**src/rtl/fp_mul_div_seq.sv**
```systemverilog
// Sequential IEEE-754-style floating-point multiply / divide with valid/ready handshakes.
// Multiply uses a one-cycle mantissa product; divide uses a restoring divider.
module fp_mul_div_seq #(
  parameter int EXP_W = 8,
  parameter int MAN_W = 23
) (
  input  logic                   clk,
  input  logic                   arst,
  input  logic                   en,
  input  logic                   in_valid,
  output logic                   in_ready,
  input  logic                   sel,
  input  logic [EXP_W+MAN_W:0]   a,
  input  logic [EXP_W+MAN_W:0]   b,
  output logic                   out_valid,
  input  logic                   out_ready,
  output logic [EXP_W+MAN_W:0]   R,
  output logic                   io_flag,
  output logic                   dz_flag,
  output logic                   of_flag,
  output logic                   uf_flag,
  output logic                   i_flag,
  output logic [2:0]             dbg_state
);

  localparam int W  = 1 + EXP_W + MAN_W;
  localparam int PW = 2 * (MAN_W + 1);
  localparam int XW = EXP_W + 2;
  localparam int CW = $clog2(MAN_W + 3);
  localparam logic signed [XW-1:0] BIAS    = XW'((1 << (EXP_W - 1)) - 1);
  localparam logic signed [XW-1:0] EXP_MAX = XW'((1 << EXP_W) - 1);
  localparam logic signed [XW-1:0] ONE     = XW'(1);
  localparam logic [CW-1:0]        LAST    = CW'(MAN_W + 1);
  localparam logic [W-1:0]         QNAN    = {1'b0, {EXP_W{1'b1}}, 1'b1, {(MAN_W-1){1'b0}}};

  typedef enum logic [2:0] {
    S_IDLE  = 3'd0,
    S_CHECK = 3'd1,
    S_MUL   = 3'd2,
    S_DIV   = 3'd3,
    S_NORM  = 3'd4,
    S_DONE  = 3'd5
  } state_t;

  state_t                 state;
  logic [W-1:0]           a_r, b_r;
  logic                   sel_r;
  logic signed [XW-1:0]   exp_r;
  logic [PW-1:0]          prod_r;
  logic [MAN_W+1:0]       q_r;
  logic [MAN_W+1:0]       rem_r;
  logic [CW-1:0]          cnt;

  assign dbg_state = state;

  // Operand fields of the latched pair; subnormals are classified as zero.
  logic             sa, sb, sign_c;
  logic [EXP_W-1:0] ea, eb;
  logic [MAN_W-1:0] fa, fb;
  logic [MAN_W:0]   ma, mb;
  logic             a_zero, b_zero, a_inf, b_inf, a_nan, b_nan;

  assign sa     = a_r[W-1];
  assign sb     = b_r[W-1];
  assign ea     = a_r[W-2:MAN_W];
  assign eb     = b_r[W-2:MAN_W];
  assign fa     = a_r[MAN_W-1:0];
  assign fb     = b_r[MAN_W-1:0];
  assign ma     = {1'b1, fa};
  assign mb     = {1'b1, fb};
  assign sign_c = sa ^ sb;
  assign a_zero = (ea == '0);
  assign b_zero = (eb == '0);
  assign a_nan  = (&ea) && (|fa);
  assign b_nan  = (&eb) && (|fb);
  assign a_inf  = (&ea) && !(|fa);
  assign b_inf  = (&eb) && !(|fb);

  logic [W-1:0] inf_c, zero_c;
  assign inf_c  = {sign_c, {EXP_W{1'b1}}, {MAN_W{1'b0}}};
  assign zero_c = {sign_c, {(W-1){1'b0}}};

  logic signed [XW-1:0] ea_x, eb_x, mul_exp, div_exp;
  assign ea_x    = {2'b00, ea};
  assign eb_x    = {2'b00, eb};
  assign mul_exp = ea_x + eb_x - BIAS;
  assign div_exp = ea_x - eb_x + BIAS;

  logic [PW-1:0] prod_c;
  assign prod_c = {{(MAN_W+1){1'b0}}, ma} * {{(MAN_W+1){1'b0}}, mb};

  logic             rem_ge;
  logic [MAN_W+1:0] rem_nxt;
  assign rem_ge  = (rem_r >= {1'b0, mb});
  assign rem_nxt = rem_ge ? (rem_r - {1'b0, mb}) : rem_r;

  logic         spec_hit, spec_io, spec_dz;
  logic [W-1:0] spec_res;

  always_comb begin
    spec_hit = 1'b1;
    spec_res = '0;
    spec_io  = 1'b0;
    spec_dz  = 1'b0;
    if (a_nan || b_nan) begin
      spec_res = QNAN;
      spec_io  = 1'b1;
    end else if (!sel_r) begin
      if ((a_zero && b_inf) || (a_inf && b_zero)) begin
        spec_res = QNAN;
        spec_io  = 1'b1;
      end else if (a_inf || b_inf) begin
        spec_res = inf_c;
      end else if (a_zero || b_zero) begin
        spec_res = zero_c;
      end else begin
        spec_hit = 1'b0;
      end
    end else begin
      if ((a_zero && b_zero) || (a_inf && b_inf)) begin
        spec_res = QNAN;
        spec_io  = 1'b1;
      end else if (a_inf) begin
        spec_res = inf_c;
      end else if (b_zero) begin
        spec_res = inf_c;
        spec_dz  = 1'b1;
      end else if (b_inf || a_zero) begin
        spec_res = zero_c;
      end else begin
        spec_hit = 1'b0;
      end
    end
  end

  // Product lies in [1,4) and quotient in (0.5,2): at most one shift either way.
  logic signed [XW-1:0] norm_exp;
  logic [MAN_W-1:0]     norm_frac;
  logic                 norm_lost, norm_of, norm_uf;

  always_comb begin
    norm_exp  = exp_r;
    norm_frac = '0;
    norm_lost = 1'b0;
    if (!sel_r) begin
      if (prod_r[PW-1]) begin
        norm_frac = prod_r[PW-2 -: MAN_W];
        norm_lost = |prod_r[MAN_W:0];
        norm_exp  = exp_r + ONE;
      end else begin
        norm_frac = prod_r[PW-3 -: MAN_W];
        norm_lost = |prod_r[MAN_W-1:0];
      end
    end else begin
      if (q_r[MAN_W+1]) begin
        norm_frac = q_r[MAN_W:1];
        norm_lost = q_r[0] | (|rem_r);
      end else begin
        norm_frac = q_r[MAN_W-1:0];
        norm_lost = |rem_r;
        norm_exp  = exp_r - ONE;
      end
    end
  end

  assign norm_of = (norm_exp >= EXP_MAX);
  assign norm_uf = norm_exp[XW-1] || (norm_exp == '0);

  // Handshake: a transfer happens on a rising edge with en=1 and both valid and
  // ready high; in_ready is high only in IDLE, out_valid only in DONE.
  always_ff @(posedge clk) begin
    if (arst) begin
      state     <= S_IDLE;
      in_ready  <= 1'b1;
      out_valid <= 1'b0;
      R         <= '0;
      io_flag   <= 1'b0;
      dz_flag   <= 1'b0;
      of_flag   <= 1'b0;
      uf_flag   <= 1'b0;
      i_flag    <= 1'b0;
      a_r       <= '0;
      b_r       <= '0;
      sel_r     <= 1'b0;
      exp_r     <= '0;
      prod_r    <= '0;
      q_r       <= '0;
      rem_r     <= '0;
      cnt       <= '0;
    end else if (en) begin
      case (state)
        S_IDLE: begin
          if (in_valid) begin
            a_r      <= a;
            b_r      <= b;
            sel_r    <= sel;
            in_ready <= 1'b0;
            state    <= S_CHECK;
          end
        end
        S_CHECK: begin
          if (spec_hit) begin
            R         <= spec_res;
            io_flag   <= spec_io;
            dz_flag   <= spec_dz;
            of_flag   <= 1'b0;
            uf_flag   <= 1'b0;
            i_flag    <= 1'b0;
            out_valid <= 1'b1;
            state     <= S_DONE;
          end else if (sel_r) begin
            exp_r <= div_exp;
            rem_r <= {1'b0, ma};
            q_r   <= '0;
            cnt   <= '0;
            state <= S_DIV;
          end else begin
            exp_r <= mul_exp;
            state <= S_MUL;
          end
        end
        S_MUL: begin
          prod_r <= prod_c;
          state  <= S_NORM;
        end
        S_DIV: begin
          q_r   <= {q_r[MAN_W:0], rem_ge};
          rem_r <= rem_nxt << 1;
          if (cnt == LAST) state <= S_NORM;
          else             cnt   <= cnt + 1'b1;
        end
        S_NORM: begin
          io_flag <= 1'b0;
          dz_flag <= 1'b0;
          if (norm_of) begin
            R       <= inf_c;
            of_flag <= 1'b1;
            uf_flag <= 1'b0;
            i_flag  <= 1'b1;
          end else if (norm_uf) begin
            R       <= zero_c;
            of_flag <= 1'b0;
            uf_flag <= 1'b1;
            i_flag  <= 1'b1;
          end else begin
            R       <= {sign_c, norm_exp[EXP_W-1:0], norm_frac};
            of_flag <= 1'b0;
            uf_flag <= 1'b0;
            i_flag  <= norm_lost;
          end
          out_valid <= 1'b1;
          state     <= S_DONE;
        end
        S_DONE: begin
          if (out_ready) begin
            out_valid <= 1'b0;
            in_ready  <= 1'b1;
            state     <= S_IDLE;
          end
        end
        default: state <= S_IDLE;
      endcase
    end
  end

endmodule

```
**config.mk**
```make
export PLATFORM = sky130hd
export DESIGN_NAME = fp_mul_div_seq
export DESIGN_NICKNAME = d
export VERILOG_FILES = /design/src/rtl/fp_mul_div_seq.sv
export SDC_FILE = /design/constraint.sdc
export NUM_CORES = 2
export LEC_CHECK = 0
export CAP_MARGIN = 30
export CORE_UTILIZATION = 25
export CTS_BUF_LIST = sky130_fd_sc_hd__clkbuf_16
export DETAILED_ROUTE_END_ITERATION = 8
export HOLD_SLACK_MARGIN = 0.05
export PLACE_DENSITY = 0.35
export SYNTH_ARGS = -nofsm -noshare
export SYNTH_HDL_FRONTEND = slang
export SYNTH_SLANG_ARGS = --single-unit
export TNS_END_PERCENT = 10
```
**constraint.sdc**
```tcl
create_clock -name clk -period 9.42 [get_ports clk]
set_input_delay 0.942 -clock clk [delete_from_list [all_inputs] [get_ports clk]]
set_output_delay 0.942 -clock clk [all_outputs]
set_load 0.05 [all_outputs]
```
==> summary.txt <==
Run status
  – Outcome: complete, no violations

Floorplanning
  – Row count: 127
  – Die Area: 0.124 mm²
  – Starting Density: 0.253
  – I/O pin count: 112
  – Chip height: 351 µm
  – Die X-Extent: 351 µm
  – Core area: 0.120 mm²

Yosys
  – Post-synthesis sequential area ratio: 0.144
  – Area leader, netlist: fa_1
  – Post-synth ARST share: 0
  – Post-synth top area share: 0.318
  – Fraction of the mapped netlist area in simple logic gates: 0.176
  – Largest family of logic cells by synthesized area: adder cells
  – Syn avg cell area: 8.38 µm²
  – Synth Instances: 3642
  – Post-Synth XOR/XNOR Area: 0.0218
  – Top post-synthesis cells by area: fa_1 32%, dfxtp_1 14%, ha_1 9.2%
  – Synth Area in Adders: 0.410
  – Synth Area in Compound Gates: 0.117
  – Ys flop type: dfxtp_1
  – Synth cell types: 89
  – Multiplexer share of the synthesized area: 0.0234
  – Ys Warns: 0
  – Mapped Nets: 4421
  – Mapped Area: 0.0305 mm²
  – Yosys reg bits: 220
  – Number of synthesized flops with an enable pin: 0

STA
  – Clock skew: 0.0231 ns
  – Final min period: 7.77 ns
  – Final Hold Viols: 0
  – Fmax: 129 MHz
  – Setup Total Neg Slack: 0 ns
  – Pins Over Slew Limit: 0
  – Slew Limit Headroom: 0.345
  – Setup WS post-layout: 1.65 ns
  – Worst-Margin Slew: 0.980 ns
  – Endpoints failing setup: 0
  – Tcrit/Tclk final: 0.825
  – RSZ-0062 raised after global routing: false

Critical path
  – Crit. End Element: flop
  – Worst stage delay on the critical path: 0.84 ns
  – Slowest CP cell: dfxtp_1
  – Setup slack, reg-to-reg: 1.65 ns
  – Worst Path Buf+Inv: 8
  – Critical path arrival: 8.24 ns
  – Crit start category: flop
  – Worst path required time: 9.89 ns
  – Critical path peak fanout: 14
  – Critical path class: flop to flop
  – Cell family with most CP delay: adder cells

Clock tree
  – H-tree depth: 2
  – Clock Latency Late Sink: 0.60 ns
  – CTS root buf: clkbuf_16
  – Clock Sinks: 220
  – Num CTS Buffers: 35
  – Clk buf depth: 3
  – Post_cts resized: 0
  – Clock transition at path regs: 0.06 ns
  – Setup Buffers After CTS: 0
  – CTS Hold Buffers Added: 0
  – CTS tree: yes

Routing
  – TritonRoute pass-1 iters: 5
  – WL met2: 53.5 mm
  – WL/cell: 22.2 µm
  – Routed wire length: 117 mm
  – DRC violations left: 0
  – WL met3: 5.04 mm
  – Vias per cell: 4.67
  – DR iter-0 viols: 1433
  – WL met1: 56.0 mm
  – Top Layer Used: met5
  – Via Count: 24678
  – Routed Antenna Nets: 0

Layout
  – Commonest non-fill, non-tap cell in the layout: inv_1
  – Fraction of layout cells with a size suffix above 1: 0.0446
  – Area grow syn2layout: 13.3%
  – Ant diodes: 0
  – Most frequent cells in the layout: 634 x inv_1, 559 x nand2_1, 485 x fa_1, 224 x ha_1, 214 x dfxtp_1
  – Final nets: 4434

Global route
  – First-pass GRT wire length: 177 mm
  – Vias in the first global route: 26303
  – Largest net degree at the start of global routing: 94
  – Antenna violations before repair: 6
  – Global route total overflow: 0
  – GRT Overall Usage: 0.194

Placement
  – DP Worst Slack: 1.67 ns
  – Port Buf Inserts: 111
  – GP Congestion: 0.859
  – Post-DP HPWL: 92.3 mm

Min path
  – Hold crit path type: flop to flop

Power and ir drop
  – PwrDens: 94.9 mW/mm²
  – Lkg Pwr: 15.5 nW
  – Max VDD drop: 0.0959 mV

Flow run
  – Max-cap violation count: 0
final timing paths:
check | start | depth (start not counted) | end
max | a_r[12] | 26 | prod_r[41]
min | i_flag | 1 | i_flag
max reg2reg | a_r[12] | 26 | prod_r[41]
min reg2reg | i_flag | 1 | i_flag
cell usage after synthesis (18+ instances only):
| library cell | number |
|---|---|
| nand2_1 | 559 |
| a31oi_1 | 21 |
| nor4_1 | 32 |
| fa_1 | 485 |
| buf_2 | 20 |
| dfxtp_1 | 220 |
| nor3_1 | 32 |
| clkbuf_1 | 176 |
| a32o_1 | 23 |
| nand4_1 | 26 |
| xnor2_1 | 49 |
| a22oi_1 | 55 |
| mux2i_1 | 68 |
| o22ai_1 | 24 |
| inv_1 | 630 |
| a21o_1 | 29 |
| and2_1 | 183 |
| o21ai_1 | 18 |
| nor2_1 | 200 |
| nand3_1 | 47 |
| ha_1 | 224 |
| o21ai_0 | 44 |
| a21oi_1 | 202 |
| xor2_1 | 27 |
state kept, by name, summed over array words and instances (netlist names):
register and count:
R 32, a_r 32, b_r 32, cnt 5
dbg_state 3, dz_flag 1, exp_r 10, i_flag 1
in_ready 1, io_flag 1, of_flag 1, out_valid 1
prod_r 48, q_r 25, rem_r 25, sel_r 1
uf_flag 1
per-layer routing:
metal / track usage / up-vias
met1: 0.272 / 12534
met4: 0.0458 / 6
li1: - / 11560
met2: 0.312 / 475
met3: 0.0273 / 103
met5: 0 / -
logic make-up (layout without fill, tap and decap cells):
family                     after synthesis  count (layout)
muxes                                   71              71
buffers and inverters                  858             891
adders and majority gates              709             709
AOI/OAI and AO/OA                      542             542
and+or+nand+nor                       1166            1166
DFF                                    220             220
xor gates and xnor gates                76              76
through the flow:
| stage | total power, W | hold WS [ns] | cell area (µm²) | util | cells |
|---|---|---|---|---|---|
| floorplan | 0.00158 | 0.432 | 30500 | - | 3642 |
| global placement | 0.00199 | 0.442 | 33400 | 0.277 | 5226 |
| detailed placement | 0.00198 | 0.443 | 33500 | 0.278 | 5229 |
| CTS | 0.00335 | 0.456 | 34600 | 0.287 | 5286 |
| global route | 0.00348 | 0.469 | 34600 | 0.287 | 5287 |
| finish | 0.00328 | 0.453 | 34600 | 0.287 | 5287 |
where the power goes:
part | switching (W) | internal (W) | leakage, nW
clock | 0.000539 | 0.000788 | 0.566
sequential | 0.0000527 | 0.000953 | 1.78
combinational | 0.000621 | 0.000329 | 13.1
final cells by class:
cell class,instances,area (µm²)
Clock buffer,35,876
Clock inverter,22,248
Fill cell,13193,85900
Inverter,641,2410
Multi-Input combinational cell,2564,22800
Sequential cell,220,4410
Tap cell,1612,2020
Timing Repair Buffer,193,1780
worst reg2reg max path, cell delays in order, from the launching register on:
cell and delay [ns]:
dfxtp_1 0.84, buf_4 0.38, nand2_1 0.13, fa_1 0.52, inv_1 0.05, fa_1 0.48, inv_1 0.09, fa_1 0.55
inv_1 0.06, fa_1 0.51, inv_1 0.06, fa_1 0.53, inv_1 0.05, fa_1 0.48, inv_1 0.05, fa_1 0.48
inv_1 0.04, ha_1 0.34, a21oi_1 0.25, o22ai_1 0.12, a41o_1 0.21, a21oi_1 0.29, o21ai_1 0.21, a41oi_1 0.51
o31ai_1 0.17, xnor2_1 0.18, o21ai_1 0.08
Power figures use the tool's default switching activity.
